$ cat src/rtl/rom_read_arbiter_pkg.sv
// Shared types and helpers for the ROM read arbiter.
package rom_arb_pkg;

    typedef enum logic [1:0] {IDLE, ADDR, DATA} state_t;

    localparam logic [1:0] AXI_RESP_OKAY = 2'b00;

    // Wide enough for up to four masters.
    localparam int IDX_W = 2;

    function automatic logic [IDX_W-1:0] rr_next(input logic [IDX_W-1:0] idx, input int num);
        int nxt;
        nxt = int'(idx) + 1;
        if (nxt >= num) nxt = 0;
        return nxt[IDX_W-1:0];
    endfunction

endpackage

$ cat src/rtl/rom_read_arbiter_rr_arbiter.sv
// Combinational round-robin picker: first requester at or after ptr wins.
module rr_arbiter
    import rom_arb_pkg::*;
#(
    parameter int NUM_MASTERS = 2
)(
    input  logic [NUM_MASTERS-1:0] req,
    input  logic [IDX_W-1:0]       ptr,
    output logic [NUM_MASTERS-1:0] grant,
    output logic [IDX_W-1:0]       idx
);

    always_comb begin
        grant = '0;
        idx   = ptr;
        // Scan from the farthest candidate back toward ptr so the nearest requester is written last.
        for (int k = NUM_MASTERS - 1; k >= 0; k--) begin
            for (int j = 0; j < NUM_MASTERS; j++) begin
                if (req[j] && (j == (int'(ptr) + k) % NUM_MASTERS)) begin
                    grant    = '0;
                    grant[j] = 1'b1;
                    idx      = IDX_W'(j);
                end
            end
        end
    end

endmodule

$ cat src/rtl/rom_read_arbiter.sv
// Burst-granular round-robin sharing of one AXI4 read-only ROM slave among NUM_MASTERS readers.
// Optional ARB_BEAT_COUNT_EN: burst end and m_rlast come from an arlen beat counter; adds sticky beat_err.
module rom_read_arbiter
    import rom_arb_pkg::*;
#(
    parameter int NUM_MASTERS = 2,
    parameter int ADDR_WIDTH  = 32,
    parameter int DATA_WIDTH  = 32
)(
    input  logic                              clk,
    input  logic                              rst,
    input  logic [NUM_MASTERS*ADDR_WIDTH-1:0] m_araddr,
    input  logic [NUM_MASTERS*8-1:0]          m_arlen,
    input  logic [NUM_MASTERS*3-1:0]          m_arsize,
    input  logic [NUM_MASTERS*2-1:0]          m_arburst,
    input  logic [NUM_MASTERS-1:0]            m_arvalid,
    output logic [NUM_MASTERS-1:0]            m_arready,
    output logic [DATA_WIDTH-1:0]             m_rdata,
    output logic [1:0]                        m_rresp,
    output logic                              m_rlast,
    output logic [NUM_MASTERS-1:0]            m_rvalid,
    input  logic [NUM_MASTERS-1:0]            m_rready,
    output logic                              s_arid,
    output logic [ADDR_WIDTH-1:0]             s_araddr,
    output logic [7:0]                        s_arlen,
    output logic [2:0]                        s_arsize,
    output logic [1:0]                        s_arburst,
    output logic                              s_arvalid,
    input  logic                              s_arready,
    input  logic                              s_rid,
    input  logic [DATA_WIDTH-1:0]             s_rdata,
    input  logic [1:0]                        s_rresp,
    input  logic                              s_rlast,
    input  logic                              s_rvalid,
`ifdef ARB_BEAT_COUNT_EN
    output logic                              beat_err,
`endif
    output logic                              s_rready
);

    state_t                 state_q, state_d;
    logic [IDX_W-1:0]       gnt_idx_q, ptr_q, arb_idx;
    logic [NUM_MASTERS-1:0] gnt_oh_q, arb_oh;
    logic                   sel_arvalid, sel_rready;
    logic                   ar_go, r_go, burst_end;
    logic                   unused_rid;

    rr_arbiter #(.NUM_MASTERS(NUM_MASTERS)) u_rr (
        .req   (m_arvalid),
        .ptr   (ptr_q),
        .grant (arb_oh),
        .idx   (arb_idx)
    );

    assign s_arid     = 1'b0;
    assign m_rdata    = s_rdata;
    assign m_rresp    = s_rresp;
    assign unused_rid = s_rid;

    always_comb begin
        s_araddr    = '0;
        s_arlen     = '0;
        s_arsize    = '0;
        s_arburst   = '0;
        sel_arvalid = 1'b0;
        sel_rready  = 1'b0;
        for (int i = 0; i < NUM_MASTERS; i++) begin
            if (gnt_idx_q == IDX_W'(i)) begin
                s_araddr    = m_araddr[i*ADDR_WIDTH +: ADDR_WIDTH];
                s_arlen     = m_arlen[i*8 +: 8];
                s_arsize    = m_arsize[i*3 +: 3];
                s_arburst   = m_arburst[i*2 +: 2];
                sel_arvalid = m_arvalid[i];
                sel_rready  = m_rready[i];
            end
        end
    end

    // Handshakes formed from the selected inputs so they do not loop through the FSM outputs.
    assign ar_go = sel_arvalid & s_arready;
    assign r_go  = s_rvalid & sel_rready;

    always_comb begin
        state_d   = state_q;
        s_arvalid = 1'b0;
        m_arready = '0;
        s_rready  = 1'b0;
        m_rvalid  = '0;
        case (state_q)
            IDLE: begin
                if (|m_arvalid) state_d = ADDR;
            end
            ADDR: begin
                s_arvalid = sel_arvalid;
                m_arready = gnt_oh_q & {NUM_MASTERS{s_arready}};
                if (ar_go) state_d = DATA;
            end
            DATA: begin
                s_rready = sel_rready;
                m_rvalid = gnt_oh_q & {NUM_MASTERS{s_rvalid}};
                if (r_go && burst_end) state_d = IDLE;
            end
            default: state_d = IDLE;
        endcase
    end

    always_ff @(posedge clk) begin
        if (!rst) begin
            state_q   <= IDLE;
            gnt_idx_q <= '0;
            gnt_oh_q  <= '0;
            ptr_q     <= '0;
        end else begin
            state_q <= state_d;
            if (state_q == IDLE && |m_arvalid) begin
                gnt_idx_q <= arb_idx;
                gnt_oh_q  <= arb_oh;
            end
            if (state_q == DATA && r_go && burst_end) begin
                ptr_q <= rr_next(gnt_idx_q, NUM_MASTERS);
            end
        end
    end

`ifdef ARB_BEAT_COUNT_EN
    logic [7:0] beat_cnt_q;

    assign burst_end = (beat_cnt_q == 8'd0);
    assign m_rlast   = burst_end;

    always_ff @(posedge clk) begin
        if (!rst) begin
            beat_cnt_q <= '0;
            beat_err   <= 1'b0;
        end else if (state_q == ADDR && ar_go) begin
            beat_cnt_q <= s_arlen;
        end else if (state_q == DATA && r_go) begin
            beat_cnt_q <= beat_cnt_q - 8'd1;
            if (s_rlast != burst_end) beat_err <= 1'b1;
        end
    end
`else
    assign burst_end = s_rlast;
    assign m_rlast   = s_rlast;
`endif

endmodule

$ cat config.mk
export PLATFORM = sky130hd
export DESIGN_NAME = rom_read_arbiter
export DESIGN_NICKNAME = d
export VERILOG_FILES = /design/src/rtl/rom_read_arbiter_pkg.sv /design/src/rtl/rom_read_arbiter_rr_arbiter.sv /design/src/rtl/rom_read_arbiter.sv
export SDC_FILE = /design/constraint.sdc
export NUM_CORES = 1
export LEC_CHECK = 0
export CAP_MARGIN = 25
export CORE_MARGIN = 10
export CORE_UTILIZATION = 22
export DETAILED_ROUTE_END_ITERATION = 10
export PLACE_DENSITY_LB_ADDON = 0.2
export SETUP_SLACK_MARGIN = 0.02
export SYNTH_ARGS = -nofsm -noshare
export SYNTH_HDL_FRONTEND = slang
export SYNTH_SLANG_ARGS = --single-unit
$ cat constraint.sdc
create_clock -name clk -period 2.2 [get_ports clk]
set_clock_uncertainty 0.2 [all_clocks]
set_input_delay 0.33 -clock clk [delete_from_list [all_inputs] [get_ports clk]]
set_output_delay 0.33 -clock clk [all_outputs]
set_load 0.01 [all_outputs]
==> run_results.csv <==
group,metric,value,unit
status,outcome,"completed",
cells_and_area,drive_gt1_share,20.59,%
synth,yosysMostFrequentCell,"nand2_1",
clocking,clk_latency,0.23,ns
grt,grt_pass1_wl,11.18,mm
cells_and_area,nNetsFinal,478,
critical_path,critPathBufInv,1,
timing,fin_crit,2.130,ns
worst_hold_path,min-delay-start,"ptr_q[0]",
synth,netlist_top_cells_count,"76 x nand2_1, 36 x buf_4, 35 x o21ai_0",
critical_path,cp.depth,3,
power,clockPowerShare,19.9,%
die,io_pins,221,
power,p_per_area,332.4,nW/um2
critical_path,crit_slowest_cell,"clkdlybuf4s50_1",
timing,setup_violations,0,
synth,synth.top_cell.area_share,21.61,%
place,dp_hpwl,5.631,mm
synth,yosysSeqAreaShare,10.62,%
cells_and_area,syn2layout_area_growth,110.2,%
clocking,numClockSinks,7,
place,port_buffers,150,
critical_path,worstPathMaxFanout,7,
synth,synthCells,217,
synth,syn_nets,354,
power,ir_drop,0.2501,mV
die,die_w,97.46,um
job,maxCapViolCount,0,
worst_hold_path,whs_path_depth,2,
timing,rsz0062_at_grt,"true",
power,p_seq_share,15.6,%
synth,synthDistinctLibCells,28,
clocking,clockBufferDepth,2,
critical_path,slowest_delay,0.54,ns
place,globalplace.congestion,0.8034,
cells_and_area,n_antenna_cell,0,
synth,synthTopCellsByArea,"nand2_1 22%, buf_4 20%, o21ai_0 13%",
critical_path,required,1.67,ns
route,drt_first_iter_violations,32,
grt,grt_pass1_vias,1854,
die,chipHeight,97.46,um
critical_path,worstSetupPathType,"reg2out",
grt,grt_max_degree,23,
timing,max_freq,469.5,MHz
clocking,ctsHoldBuffers,0,
critical_path,end_kind,"output pin",
critical_path,critical_path_arrival,1.60,ns
die,core,5886,um2
clocking,cts_tree,"yes",
synth,synthFlopType,"dfxtp_1",
synth,async_reset_ff_share,0,%
grt,grt_overflow_total,0,
critical_path,timing.rr.end,"state_q[0]",
clocking,htreeDepth,1,
worst_hold_path,hold_path_end,"ptr_q[0]",
power,swShare,33.55,%
critical_path,path_cells,"nor2b_2 -> and3_1 -> clkdlybuf4s50_1",
cells_and_area,fillerInstances,601,
timing,tns,0,ns
synth,yosysTopAreaCell,"nand2_1",
clocking,cts.clk_slew.worst_paths,0.04,ns
power,leakagePower,1.284,nW
synth,syn-mean-instance-area,6.083,um2
power,comb_power_share,64.5,%
worst_hold_path,min_path_type,"reg2reg",
power,switching_power,0.0003095,W
grt,grt.total_usage,14.19,%
die,rows,28,
cells_and_area,regArea,143.9,um2
route,post_drt_via_cell_ratio,4.424,
critical_path,cp_top_family,"buffers and inverters",
timing,maxSlewViolCount,0,
synth,yosysWarningCount,0,
clocking,cts_buffers,3,
critical_path,r2r_slack,0.45,ns
critical_path,reg2reg_depth,8,
timing,setup_ws,0.07023,ns
route,vias,1836,
timing,period_share,96.81,%
place,pre_cts_ws,-0.3283,ns
critical_path,rr_startpoint,"gnt_idx_q[1]",
route,first_pass_iters,4,
cells_and_area,multi_input_area,888.4,um2
timing,finalHoldViolCount,0,
clocking,clockRootBuffer,"clkbuf_8",
route,totalWireLength,7.194,mm
power,internal_power,0.0006130,W
critical_path,startpoint_type,"register",
synth,netlist_area,1320,um2
synth,ys_ff_latch,7,
grt,antenna_found_initial,0,
route,ant_nets,0,
route,remaining_drc_errors,0,
route,detail_route.wl_per_cell,17.33,um
die,initial_core_util,22.43,%
die,die-area,9498,um2
synth,synth_enable_flop_cells,0,
final cells by class:
| class | count | share of cell area, % |
|---|---|---|
| clock buffer | 3 | 1.488 |
| tap | 75 | 3.381 |
| multi-input combinational | 157 | 32.01 |
| sequential | 7 | 5.185 |
| inverter | 3 | 0.4959 |
| timing repair buffer | 169 | 57.26 |
| clock inverter | 1 | 0.1803 |
per-stage QoR:
stage	hold slack, ns	total power [W]	cells	util (%)	area (um2)
finish	0.2801	0.0009225	415	47.15	2775
global placement	0.2671	0.0007567	400	45.11	2655
detailed placement	0.2716	0.0007606	400	45.11	2655
floorplan	0.2430	0.0004173	217	-	1320
global route	0.3205	0.0009917	415	47.15	2775
CTS	0.2818	0.0009410	412	47.45	2793
kinds of logic (layout without fill, tap and decap cells):
logic type,count (synthesis),count (layout),share of synthesized area [%]
buffers and inverters,54,176,26.82
multiplexers,1,1,0.7583
AO/OA/AOI/OAI,57,57,27.49
adder cells (fa/ha/maj),3,3,2.844
other,1,1,0.2841
AND/OR/NAND/NOR,94,95,31.18
flip-flops,7,7,10.62
layer usage:
metal,vias to the layer above,share of wire (%),wire [um],GRT usage [%]
met1,781,38,2744,14.85
met2,101,51,3636,25.40
met4,0,2.6,185,4.698
li1,934,-,-,-
met5,-,0,0,0
met3,20,8.7,628,5.334
power by group through the flow:
| stage | Combinational [W] | Sequential (W) | Clock (W) |
|---|---|---|---|
| after floorplan | 0.000276 | 0.000141 | 0 |
| final | 0.000595 | 0.000144 | 0.000183 |
| after global routing | 0.000650 | 0.000145 | 0.000196 |
| after detailed placement | 0.000616 | 0.000144 | 0 |
| after CTS | 0.000610 | 0.000143 | 0.000188 |
| after global placement | 0.000612 | 0.000144 | 0 |
timing repair:
action / 4_1_cts / 5_1_grt
gates resized for setup: 144 / 45
setup buffers: 4 / 4
pin swaps: 0 / 1
setup endpoints to repair: 47 / 37
cloned: 4 / 0
sequential cells by signal, summed over array words and instances, names as in the netlist:
| name | count |
|---|---|
| gnt_idx_q | 2 |
| state_q | 2 |
| gnt_oh_q | 2 |
| ptr_q | 1 |
worst min-delay path, stage by stage, from the launching register on:
cell and delay, ns:
dfxtp_1 0.31, nand2_1 0.05, mux2i_1 0.06
how the worst max path moves through the flow:
stage | from | end
after detailed placement | gnt_idx_q[0] | s_arlen[7]
after floorplan | gnt_idx_q[0] | s_araddr[15]
after CTS | gnt_idx_q[0] | s_arburst[1]
after global routing | gnt_idx_q[1] | s_arvalid
final | state_q[0] | m_arready[1]
after global placement | gnt_idx_q[0] | s_araddr[24]
cell usage in the layout (no fill, tap or decap), types with 3 or more instances in the layout:
cell,instances
clkdlybuf4s50_1,103
clkbuf_2,12
and3_1,5
nand2_1,76
o21ai_2,3
clkbuf_8,3
a21oi_1,3
a22o_1,11
o21ai_0,15
dfxtp_1,4
o21ai_1,17
a21boi_0,3
buf_4,12
dlygate4sd2_1,13
dfxtp_2,3
buf_2,18
Power figures use the tool's default switching activity.
